**config.mk**
```make
export PLATFORM = sky130hd
export DESIGN_NAME = comparator_array
export DESIGN_NICKNAME = d
export VERILOG_FILES = /design/src/rtl/comparator_array.sv
export SDC_FILE = /design/constraint.sdc
export NUM_CORES = 1
export LEC_CHECK = 0
export CELL_PAD_IN_SITES_DETAIL_PLACEMENT = 1
export CELL_PAD_IN_SITES_GLOBAL_PLACEMENT = 1
export CORE_ASPECT_RATIO = 0.5
export CORE_MARGIN = 2
export CORE_UTILIZATION = 33
export CTS_BUF_LIST = sky130_fd_sc_hd__clkbuf_8
export DETAILED_ROUTE_END_ITERATION = 12
export GPL_TIMING_DRIVEN = 0
export HOLD_SLACK_MARGIN = 0.15
export PLACE_DENSITY_LB_ADDON = 0.2
export RECOVER_POWER = 25
export SLEW_MARGIN = 20
export SYNTH_ARGS = -nofsm -noshare
export SYNTH_HDL_FRONTEND = slang
export SYNTH_SLANG_ARGS = --single-unit
export TNS_END_PERCENT = 5
```
**constraint.sdc**
```tcl
create_clock -name clk -period 2.5 [get_ports clk]
set_input_delay 0.5 -clock clk [delete_from_list [all_inputs] [get_ports clk]]
set_output_delay 0.5 -clock clk [all_outputs]
set_load 0.02 [all_outputs]
```
**src/rtl/comparator_array.sv**
```systemverilog
// Multi-channel clocked comparator with hysteresis and consecutive-sample debounce.
// Optional per-channel rising-edge event counters when COMPARATOR_ARRAY_EVENT_CNT_EN is defined.
module comparator_array #(
  parameter int unsigned N_CH     = 4,
  parameter int unsigned WIDTH    = 16,
  parameter int unsigned HYST     = 0,
  parameter int unsigned DEBOUNCE = 1
) (
  input  logic                  clk,
  input  logic                  rst_n,
  input  logic                  en,
  input  logic [N_CH*WIDTH-1:0] in_p,
  input  logic [N_CH*WIDTH-1:0] in_n,
  output logic [N_CH-1:0]       out,
  output logic [N_CH-1:0]       toggle,
  output logic                  out_valid
`ifdef COMPARATOR_ARRAY_EVENT_CNT_EN
  ,
  output logic [N_CH*8-1:0]     rise_cnt
`endif
);

  localparam int unsigned CW = $clog2(DEBOUNCE + 1);
  localparam logic signed [WIDTH:0] HYST_S = (WIDTH+1)'(HYST);

  logic [N_CH-1:0]         out_q, out_d;
  logic [N_CH-1:0]         toggle_q, toggle_d;
  logic                    valid_q, valid_d;
  logic [N_CH-1:0][CW-1:0] cnt_q, cnt_d;
  logic [N_CH-1:0][CW-1:0] cnt_inc;
  logic [N_CH-1:0]         raw;

  // Per-channel difference (WIDTH+1 bits, cannot overflow) and hysteretic raw decision
  for (genvar g = 0; g < N_CH; g++) begin : g_ch
    logic signed [WIDTH:0] p_ext;
    logic signed [WIDTH:0] n_ext;
    logic signed [WIDTH:0] diff;
    assign p_ext      = {in_p[g*WIDTH+WIDTH-1], in_p[g*WIDTH +: WIDTH]};
    assign n_ext      = {in_n[g*WIDTH+WIDTH-1], in_n[g*WIDTH +: WIDTH]};
    assign diff       = p_ext - n_ext;
    assign raw[g]     = out_q[g] ? !(diff < -HYST_S) : (diff > HYST_S);
    assign cnt_inc[g] = cnt_q[g] + CW'(1);
  end

  always_comb begin
    out_d    = out_q;
    toggle_d = '0;
    valid_d  = 1'b0;
    cnt_d    = cnt_q;
    if (en) begin
      valid_d = 1'b1;
      for (int unsigned i = 0; i < N_CH; i++) begin
        if (raw[i] == out_q[i]) begin
          cnt_d[i] = '0;
        end else if (cnt_inc[i] == CW'(DEBOUNCE)) begin
          out_d[i]    = ~out_q[i];
          toggle_d[i] = 1'b1;
          cnt_d[i]    = '0;
        end else begin
          cnt_d[i] = cnt_inc[i];
        end
      end
    end
  end

  always_ff @(posedge clk or negedge rst_n) begin
    if (!rst_n) begin
      out_q    <= '0;
      toggle_q <= '0;
      valid_q  <= 1'b0;
      cnt_q    <= '0;
    end else begin
      out_q    <= out_d;
      toggle_q <= toggle_d;
      valid_q  <= valid_d;
      cnt_q    <= cnt_d;
    end
  end

  assign out       = out_q;
  assign toggle    = toggle_q;
  assign out_valid = valid_q;

`ifdef COMPARATOR_ARRAY_EVENT_CNT_EN
  logic [N_CH-1:0][7:0] rise_q, rise_d;

  // Saturating count of 0->1 transitions of out
  always_comb begin
    rise_d = rise_q;
    for (int unsigned i = 0; i < N_CH; i++) begin
      if (toggle_d[i] && out_d[i] && (rise_q[i] != 8'hFF)) begin
        rise_d[i] = rise_q[i] + 8'd1;
      end
    end
  end

  always_ff @(posedge clk or negedge rst_n) begin
    if (!rst_n) begin
      rise_q <= '0;
    end else begin
      rise_q <= rise_d;
    end
  end

  assign rise_cnt = rise_q;
`endif

endmodule

```
* Yosys cells after proc, flatten, opt, wreduce, memory -nomap -nowiden
Cells that the tools add are included.
** Cells by class
- Multiply operators :: 0
- Shift operators :: 0
- $lt $le $gt $ge :: 8
- Add/subtract/negate cells :: 4
- Mux-type cells :: 10
- Bitwise logic cells :: 8
- Reduce and logical (&&, ||, !) cells :: 8
- Equality and inequality tests :: 4
- Div/mod/pow operators :: 0
** Operators with widths (count)
- $gt A17 B1 Y1 const B :: 4
- $lt A17 B1 Y1 const B :: 4
- $sub A16 B16 Y17 :: 4
- $mux W1 :: 9
- $not A1 Y1 :: 8
- $reduce_and A2 Y1 :: 4
- $eq A1 B1 Y1 :: 4
- $logic_not A1 Y1 :: 4
- $mux W4 :: 1
** Storage, ports and cells
- Memories :: 0
- RAM bits :: 0
- Latch bits :: 0
- Word-level logic and storage cells :: 48
- ROM bits :: 0
- Input port bits :: 131
- Flip-flop bits (word level) :: 9

* Depth between registers and ports, before layout
- Depth after elaboration :: 7
- Depth in mapped cells :: 11
- Depth with buffers taken out :: 11

* Worst setup path before layout
OpenSTA, ideal clock, no wires.
- Path kind :: in2reg
- From :: input in_p[32]
- To :: register out_q[2] (netlist: out[2])
- Buffers on the path :: 0
- Data required time :: 2.356 ns
- Arrival time :: 2.841 ns
- Stages :: 11
- Setup slack :: -0.485 ns
- Cell sequence :: inv_1 > ha_1 > fa_1 > nor2b_2 > o31ai_2 > a311o_1 > and3_1 > or3_1 > nand4b_1 > a2111oi_2 > a211oi_1
** On the way
- Cells in the longest elaborated chain, start to end :: 7
- Elaborated cells between the ends (all ways) :: 8
- Those cells by class :: add/sub: 1; order compare: 2; eq/ne: 1; mux: 1; bitwise: 1; reduce/logical: 2
** Ends and longest elaborated chain
- start: declaration :: line 12 : input logic [N_CH*WIDTH-1:0] in_p,
- $sub A16 B16 Y17 * :: line 40 : assign diff = p_ext - n_ext;
- $lt A17 B1 Y1 :: line 41 : assign raw[g] = out_q[g] ? !(diff < -HYST_S) : (diff > HYST_S);
- $logic_not A1 Y1 :: line 41
- $mux W1 * :: line 41
- $eq A1 B1 Y1 * :: line 53 : if (raw[i] == out_q[i]) begin
- $not A1 Y1 (no line) *
- $reduce_and A2 Y1 (no line) *
- end signal: assignment :: line 73 : out_q <= out_d;
- end: declaration :: line 26 : logic [N_CH-1:0] out_q, out_d;
Mark *: on every way between the ends. The rest lies on a longest branch, timed or not.
A chain may end at the register's enable or synchronous reset.

* Worst setup path after layout
- From :: input in_n[49]
- To :: register toggle_q[3] (netlist: toggle[3])
** On the way
- Cells in the longest elaborated chain, start to end :: 7
- Elaborated cells between the ends (all ways) :: 8
- Those cells by class :: add/sub: 1; order compare: 2; eq/ne: 1; mux: 3; reduce/logical: 1
** Ends and longest elaborated chain
- start: declaration :: line 13 : input logic [N_CH*WIDTH-1:0] in_n,
- $sub A16 B16 Y17 * :: line 40
- $lt A17 B1 Y1 :: line 41
- $logic_not A1 Y1 :: line 41
- $mux W1 * :: line 41
- $eq A1 B1 Y1 * :: line 53
- $mux W1 * :: line 53
- $mux W4 * :: line 50 : if (en) begin
- via toggle_d[3] :: line 27 : logic [N_CH-1:0] toggle_q, toggle_d;
- end signal: assignment :: line 74 : toggle_q <= toggle_d;
- end: declaration :: line 27
The timed path passes the listed nets; every way through them passes the cells marked *.

==> results.md <==
| Parameter | Value | Unit |
| --- | --- | --- |
| Routed wire length per instance | 18.83 | um |
| Most frequent cells in the layout | 78 x sky130_fd_sc_hd__clkdlybuf4s50_1, 60 x sky130_fd_sc_hd__inv_1, 54 x sky130_fd_sc_hd__buf_4 | - |
| Placed Cells incl. Taps | 878 | - |
| Final routed wirelength across all metal layers | 17610 | um |
| Synthesized Nets | 773 | - |
| Buffering stage count on the worst path with inverters included | 2 | - |
| Share of flip-flops with an asynchronous set or reset after synthesis | 1.000 | - |
| Worst voltage drop across the vdd grid | 0.1858 | mV |
| Clock insertion delay at the later pin of the skew report | 0.23 | ns |
| Number of synthesized flops with an enable pin | 0 | - |
| Clock buffer depth | 2 | - |
| Final design utilization | 0.6152 | - |
| Number of slew-limit violations in the final report | 0 | - |
| Routability-driven placement congestion ratio | 0.8589 | - |
| Die area | 13130 | um^2 |
| Die Span X | 160.0 | um |
| Cell at the slowest stage of the critical path | sky130_fd_sc_hd__or4_4 | - |
| Most Used Layer, Global Route | met2 | - |
| CP peak stage delay | 0.56 | ns |
| Met3 Usage GRT | 0.01768 | - |
| CTS tree | done | - |
| Maximum level of the CTS H-tree | 1 | - |
| Max capacitance violation total | 0 | - |
| Number of global-route vias before repair | 4869 | - |
| Number of cells produced by synthesis | 574 | - |
| Total setup violations reported at the end of the flow | 8 | - |
| Number of nets at the end of the flow | 970 | - |
| Tightest Hold Check Type | input port to asynchronous set/reset pin | - |
| Data arrival time of the worst path | 3.03 | ns |
| Total power | 2.180 | mW |
| RSZ-0062 raised after global routing | yes | - |
| Buffers added on ports | 139 | - |
| Reg-to-reg setup timing slack | 0.29 | ns |
| Family with the most delay on the worst path | simple AND/OR/NAND/NOR gates | - |
| Critical path data required time | 2.60 | ns |
| Leading cell type in the layout, fill and taps excluded | sky130_fd_sc_hd__clkdlybuf4s50_1 | - |
| Worst setup path category | input port to flop | - |
| Startpoint types | input port | - |
| Slew margin rel. | 0.6265 | - |
| Worst clock skew | 0.0001970 | ns |
| Proportion of synthesized chip area in sequential cells | 0.05606 | - |
| Boundary Pins | 140 | - |
| Vertical die dimension | 82.02 | um |
| Fin cells | 935 | - |
| Failing checks | setup timing | - |
| Initial detailed-routing violation count | 197 | - |
| Placed wire-length estimate | 11020 | um |
| Result of the run | complete, but fails checks | - |
| TritonCTS sink count | 9 | - |
| Vias per cell | 5.568 | - |
| Worst Slack Setup Final | -0.4250 | ns |
| Growth of design area from synthesis to finish | 81.31 | % |
| Cell chain of the critical path | buf_6 > inv_1 > ha_1 > nor2b_4 > o21ai_0 > or3b_4 > a21oi_2 > nand4_1 > or4_4 > a2111oi_4 > nor2_1 | - |
| Cell area after technology mapping | 4018 | um^2 |
| Ratio of final minimum period to clock period | 1.170 | - |
| Fmax achieved | 341.9 | MHz |
| Number of distinct library cell variants in the gate-level netlist after synthesis | 70 | - |
| Via total after detailed routing | 5206 | - |
| Power density over the cells | 299.3 | nW/um^2 |
| First-pass GRT wire length | 23020 | um |
| Num rows | 28 | - |
| Flip-flop and latch count after synthesis | 9 | - |
| Number of buffers added by the clock tree synthesis step | 3 | - |
| Number of search-and-repair iterations in the first detailed-routing pass | 4 | - |
| Standard cell core area | 11840 | um^2 |
| Number of fillers in the final layout | 1395 | - |
| Global routing usage on met1 | 0.2562 | - |
| Ant. Diodes | 0 | - |
| Hold buffer count at CTS | 0 | - |
| Maximum fanout along the worst path | 2 | - |
| Maximum number of pins on one net before global-route repair | 11 | - |
| Number of nets with antenna violations after routing | 0 | - |
| Leading register cell type out of synthesis | sky130_fd_sc_hd__dfrtp_1 | - |
| Reported leakage power | 3.274 | nW |
| Clock slew at reported path FFs | 0.05 | ns |
| Final number of hold-violating endpoints | 0 | - |
| Critical path capture point type | flop | - |
| Total global routing track utilization | 0.2097 | - |
| Antenna violations before repair | 0 | - |
| Per-instance average area after synthesis | 6.999 | um^2 |
| M2 GR Usage | 0.4095 | - |
| Total gr overflow | 0 | - |
| Worst Max-Slew Pin Slew | 0.5602 | ns |
| Initial standard-cell utilization of the core | 0.3393 | - |
| DRC violation count after routing | 0 | - |
| Fraction of final layout cells with drive strength greater than 1 | 0.3195 | - |
| Placed cell area | 5673 | um^2 |
| Synth Warn # | 0 | - |
| Post-Layout Inst Area | 7284 | um^2 |
| Final critical delay including setup and external delays | 2.925 | ns |
| CTS root buffer | sky130_fd_sc_hd__clkbuf_8 | - |
cells by family after synthesis:
kind of cell             count (synthesis)  synth area share
AND/OR/NAND/NOR                        186            0.2442
adder cells (fa/ha/maj)                 68            0.2192
flip-flops                               9           0.05606
buffers and inverters                   93           0.08751
multiplexers                             8           0.02055
AO/OA/AOI/OAI                          187            0.3223
XOR/XNOR                                23           0.05014
sequential cells by signal (all words and copies together) (netlist names):
name / flops
out_valid: 1
out: 4
toggle: 4
cell usage after synthesis (6+ instances only):
cell | n | area [um^2]
sky130_fd_sc_hd__o21a_1 | 14 | 105.1
sky130_fd_sc_hd__nor2_1 | 43 | 161.4
sky130_fd_sc_hd__xnor2_1 | 10 | 87.58
sky130_fd_sc_hd__a31oi_1 | 12 | 75.07
sky130_fd_sc_hd__nand2b_1 | 15 | 93.84
sky130_fd_sc_hd__dfrtp_1 | 9 | 225.2
sky130_fd_sc_hd__ha_1 | 64 | 800.8
sky130_fd_sc_hd__o21ai_0 | 32 | 160.2
sky130_fd_sc_hd__clkbuf_1 | 7 | 26.28
sky130_fd_sc_hd__a21o_1 | 11 | 82.58
sky130_fd_sc_hd__or3_1 | 8 | 50.05
sky130_fd_sc_hd__a21oi_1 | 44 | 220.2
sky130_fd_sc_hd__inv_1 | 84 | 315.3
sky130_fd_sc_hd__a211oi_1 | 10 | 75.07
sky130_fd_sc_hd__xor2_1 | 13 | 113.9
sky130_fd_sc_hd__mux2i_1 | 6 | 60.06
sky130_fd_sc_hd__nand2_1 | 35 | 131.4
sky130_fd_sc_hd__and3_1 | 7 | 43.79
sky130_fd_sc_hd__nand4_1 | 10 | 62.56
sky130_fd_sc_hd__nor2b_1 | 14 | 87.58
sky130_fd_sc_hd__nor3_1 | 16 | 80.08
stage by stage:
stage / worst slack [ns] / hold slack [ns] / TNS (ns)
after global routing: -0.4694 / 0.6835 / -3.229
after CTS: -0.4355 / 0.5909 / -3.256
after global placement: -1.148 / 0.6078 / -8.075
after detailed placement: -1.097 / 0.6367 / -8.313
after floorplan: -0.2435 / 0.2044 / -1.191
final: -0.4250 / 0.6568 / -2.493
path summary, 6_finish.rpt:
path | cells past startpoint | end | startpoint
max | 11 | toggle[3]$_DFF_PN0_ | in_n[49]
min | 1 | toggle[1]$_DFF_PN0_ | rst_n
max reg2reg | 7 | toggle[3]$_DFF_PN0_ | out[3]$_DFFE_PN0P_
min reg2reg | 3 | toggle[3]$_DFF_PN0_ | out[3]$_DFFE_PN0P_
max in group asynchronous | 1 | out_valid$_DFF_PN0_ | rst_n
min in group clk | 3 | toggle[3]$_DFF_PN0_ | out[3]$_DFFE_PN0P_
what timing repair did:
item / CTS / global route
pin swaps: 55 / 103
gates resized for setup: 117 / 206
endpoints found under the setup margin: 8 / 8
gates cloned: 0 / 2
setup buffers: 25 / 32
where the power goes:
group	switching (mW)	total [mW]	internal, mW
sequential	0.0238	0.193	0.169
clock	0.0607	0.168	0.107
combinational	0.904	1.82	0.915
total	0.988	2.18	1.19
cell type report:
cell class / count / area [um^2] / area share
flip-flops and latches: 9 / 225.2 / 0.03092
plain buffers: 3 / 28.78 / 0.003951
multi-input cells: 473 / 4538 / 0.6230
repair buffers: 197 / 1916 / 0.2630
well taps: 165 / 206.4 / 0.02834
inverters: 84 / 325.3 / 0.04466
clock inverters: 1 / 3.754 / 0.0005153
clock buffers: 3 / 41.29 / 0.005668
metal layers:
metal	up-vias	routed length (um)
met4	0	264
li1	2506	-
met2	130	9198
met3	22	619
met5	-	0
met1	2548	7528
worst register-to-register path: cells and delay by family (launching register included):
family / cells / cell delay [ns]
AOI/OAI and AO/OA: 1 / 0.33
and+or+nand+nor: 6 / 1.32
DFF: 1 / 0.43
(Power assumes the default switching activity.)
==> edit: new RTL, config.mk and constraints unchanged <==
`WIDTH`: 16 -> 32.
--- a/src/rtl/comparator_array.sv
+++ b/src/rtl/comparator_array.sv
@@ -2,7 +2,7 @@
 // Optional per-channel rising-edge event counters when COMPARATOR_ARRAY_EVENT_CNT_EN is defined.
 module comparator_array #(
   parameter int unsigned N_CH     = 4,
-  parameter int unsigned WIDTH    = 16,
+  parameter int unsigned WIDTH    = 32,
   parameter int unsigned HYST     = 0,
   parameter int unsigned DEBOUNCE = 1
 ) (
Interface: changed (resized in_n and in_p); port bits go from 140 to 268. The function was not compared with the original's and may differ.
==> edit against the original RTL <==
- the run still ends with negative setup slack left
- setup slack got worse by 790 ps
- final area increased by 76%
- non-clock buffer count increased by 116
- sequential cell count unchanged
- total power increased by 63%
- first-iteration DRC count increased to 3.0 times the old value
- fmax decreased by 21%
- synthesized area increased by 120%
- critical path depth increased by 3
- routed wire length increased by 95%
==> edit: results (changes against the original RTL) <==
## Global route
• wire length of the first global-routing pass: 55200 um, +140%
• Overall Global Routing Usage: 0.235, +0.0252
• fraction of met2 tracks used by global routing: 0.424, +0.0141
• largest net degree at the start of global routing: 11, unchanged
• vias in the first global route: 11.3k, +130%
• met3 usage in global routing: 0.0127, -0.00499
• met1 track demand over resource: 0.305, +0.0487
• antenna violations before repair: 3, +3

## Timing
• headroom to the max-slew limit: 0.556, -0.0704
• Worst Slack Setup Final: -1220 ps, -790 ps
• worst-case clock skew: 3.27 ps, +3.07 ps
• Final setup viols: 8, unchanged

## Setup path
• crit-path max FO: 7, +5
• start point of the critical path: in_n[79]
• Worst R2R Path Depth: 11, +4
• Arrival @ worst endpoint: 3830 ps, +800 ps

## Drt
• highest metal layer with signal wires: met4
• routed length on met2: 17000 um, +85%
• number of violations reported at the end of detailed-routing iteration 0: 599, +200%
• routed length on met1: 15500 um, +110%
• met3 WL: 1120 um, +81%
• Routed wire per std cell: 17.7 um, -6.2%
• number of detailed-routing iterations run before antenna repair: 4, unchanged
• vias per cell: 5.60, +0.54%

## Outcome
• run status: complete, but fails checks
• violated checks: negative setup slack

## Yosys
• Post-Syn Nets: 1711, +120%
• Ys Warns: 0, unchanged
• cell types with the largest area share after synthesis: sky130_fd_sc_hd__ha_1 (18%), sky130_fd_sc_hd__inv_1 (7.4%), sky130_fd_sc_hd__a21oi_1 (7.3%)
• fraction of the yosys area taken by sequential cells: 0.0259, -0.0302
• post-synthesis cell type count: 87, +24%
• most instantiated cells after synthesis: sky130_fd_sc_hd__inv_1 (171), sky130_fd_sc_hd__ha_1 (128), sky130_fd_sc_hd__a21oi_1 (127)
• async set-or-reset flop fraction in the synthesized netlist: 1.00, unchanged

## Clock tree
• # Post-CTS Setup Buffers: 8, -68%
• post-CTS clock slew at the launch and capture registers of the worst setup and hold paths: 50 ps, about the same
• number of gates resized after CTS: 48, -59%
• Max Buffers Root-to-Sink: 2, unchanged

## Layout
• total of fill cells in the finished design: 3231, +130%
• final layout net count: 1987, +100%
• fraction of final layout cells with drive strength greater than 1: 0.120, -0.200

## Power
• worst supply voltage drop on vdd: 0.131 mV, -29%
• static leakage power: 5.68 nW, +73%

## Placement
• total cell area at the placement stage: 11900 um2, +110%
• Routability Congestion: 0.911, +6.1%
• sum of net half-perimeters after detailed placement: 28800 um, +160%
• Port Buffer Count: 267, +92%

## Hold path
• class of the worst hold path: register to register

==> edit: cell count changes after synthesis, moves of 21 or more <==
| cell | change |
|---|---|
| sky130_fd_sc_hd__a21oi_1 | +83 |
| sky130_fd_sc_hd__ha_1 | +64 |
| sky130_fd_sc_hd__clkbuf_1 | +31 |
| sky130_fd_sc_hd__nor2_1 | +64 |
| sky130_fd_sc_hd__nand3_1 | +21 |
| sky130_fd_sc_hd__inv_1 | +87 |
| sky130_fd_sc_hd__xnor2_1 | +22 |
| sky130_fd_sc_hd__o21ai_0 | +40 |
| sky130_fd_sc_hd__nand2_1 | +68 |
| sky130_fd_sc_hd__a21o_1 | +39 |
==> edit: metrics by stage <==
stage	util	setup WS [ps]	instances	setup TNS, ps
4_1_cts	0.478	-1320	1940	-10440
3_5_place_dp	0.465	-1820	1931	-14140
5_1_grt	0.503	-1380	1942	-10870
6_report	0.503	-1220	1942	-9510
3_3_place_gp	0.465	-1790	1931	-13850
2_1_floorplan	-	-703	1320	-5480
==> edit: worst paths after layout <==
check,to,slack (ps)
max,out[2],-1220
min,toggle[3],600
max reg2reg,out[3],-320
min reg2reg,toggle[3],600
max in group asynchronous,toggle[0],1530
min in group asynchronous,out_valid,650
==> edit: where the power goes <==
part | switching (mW) | internal [mW] | total [mW]
sequential | 0.0269 | 0.171 | 0.198
combinational | 1.70 | 1.49 | 3.18
clock | 0.0585 | 0.107 | 0.166
total | 1.78 | 1.77 | 3.55
==> edit: layout make-up <==
cell class,count,area share
multi-input combinational,1095,0.660
antenna,3,0.000585
timing repair buffer,291,0.225
clock buffer,3,0.00322
sequential,9,0.0175
inverter,171,0.0500
buffer,25,0.00994
tap,344,0.0335
clock inverter,1,0.000292
==> edit: kinds of logic (layout without fill, tap and decap cells) <==
family	Yosys count	after routing	share of synthesized area
flip-flops	9	9	0.0259
buffers and inverters	216	491	0.0948
XOR/XNOR	56	56	0.0563
adder cells (fa/ha/maj)	132	132	0.193
AO/OA/AOI/OAI	466	466	0.360
multiplexers	25	25	0.0292
AND/OR/NAND/NOR	416	416	0.240
other	0	3	0
==> edit: worst max-delay path, cell delays in order <==
cell	delay (ps)
sky130_fd_sc_hd__clkdlybuf4s50_1	460
sky130_fd_sc_hd__inv_1	40
sky130_fd_sc_hd__ha_1	260
sky130_fd_sc_hd__clkbuf_1	190
sky130_fd_sc_hd__a21o_1	260
sky130_fd_sc_hd__nor2_4	150
sky130_fd_sc_hd__o22ai_1	150
sky130_fd_sc_hd__a211oi_2	280
sky130_fd_sc_hd__o211ai_1	140
sky130_fd_sc_hd__a2111oi_2	210
sky130_fd_sc_hd__nand4_1	180
sky130_fd_sc_hd__or4_4	590
sky130_fd_sc_hd__nor4_4	300
sky130_fd_sc_hd__a21oi_2	90
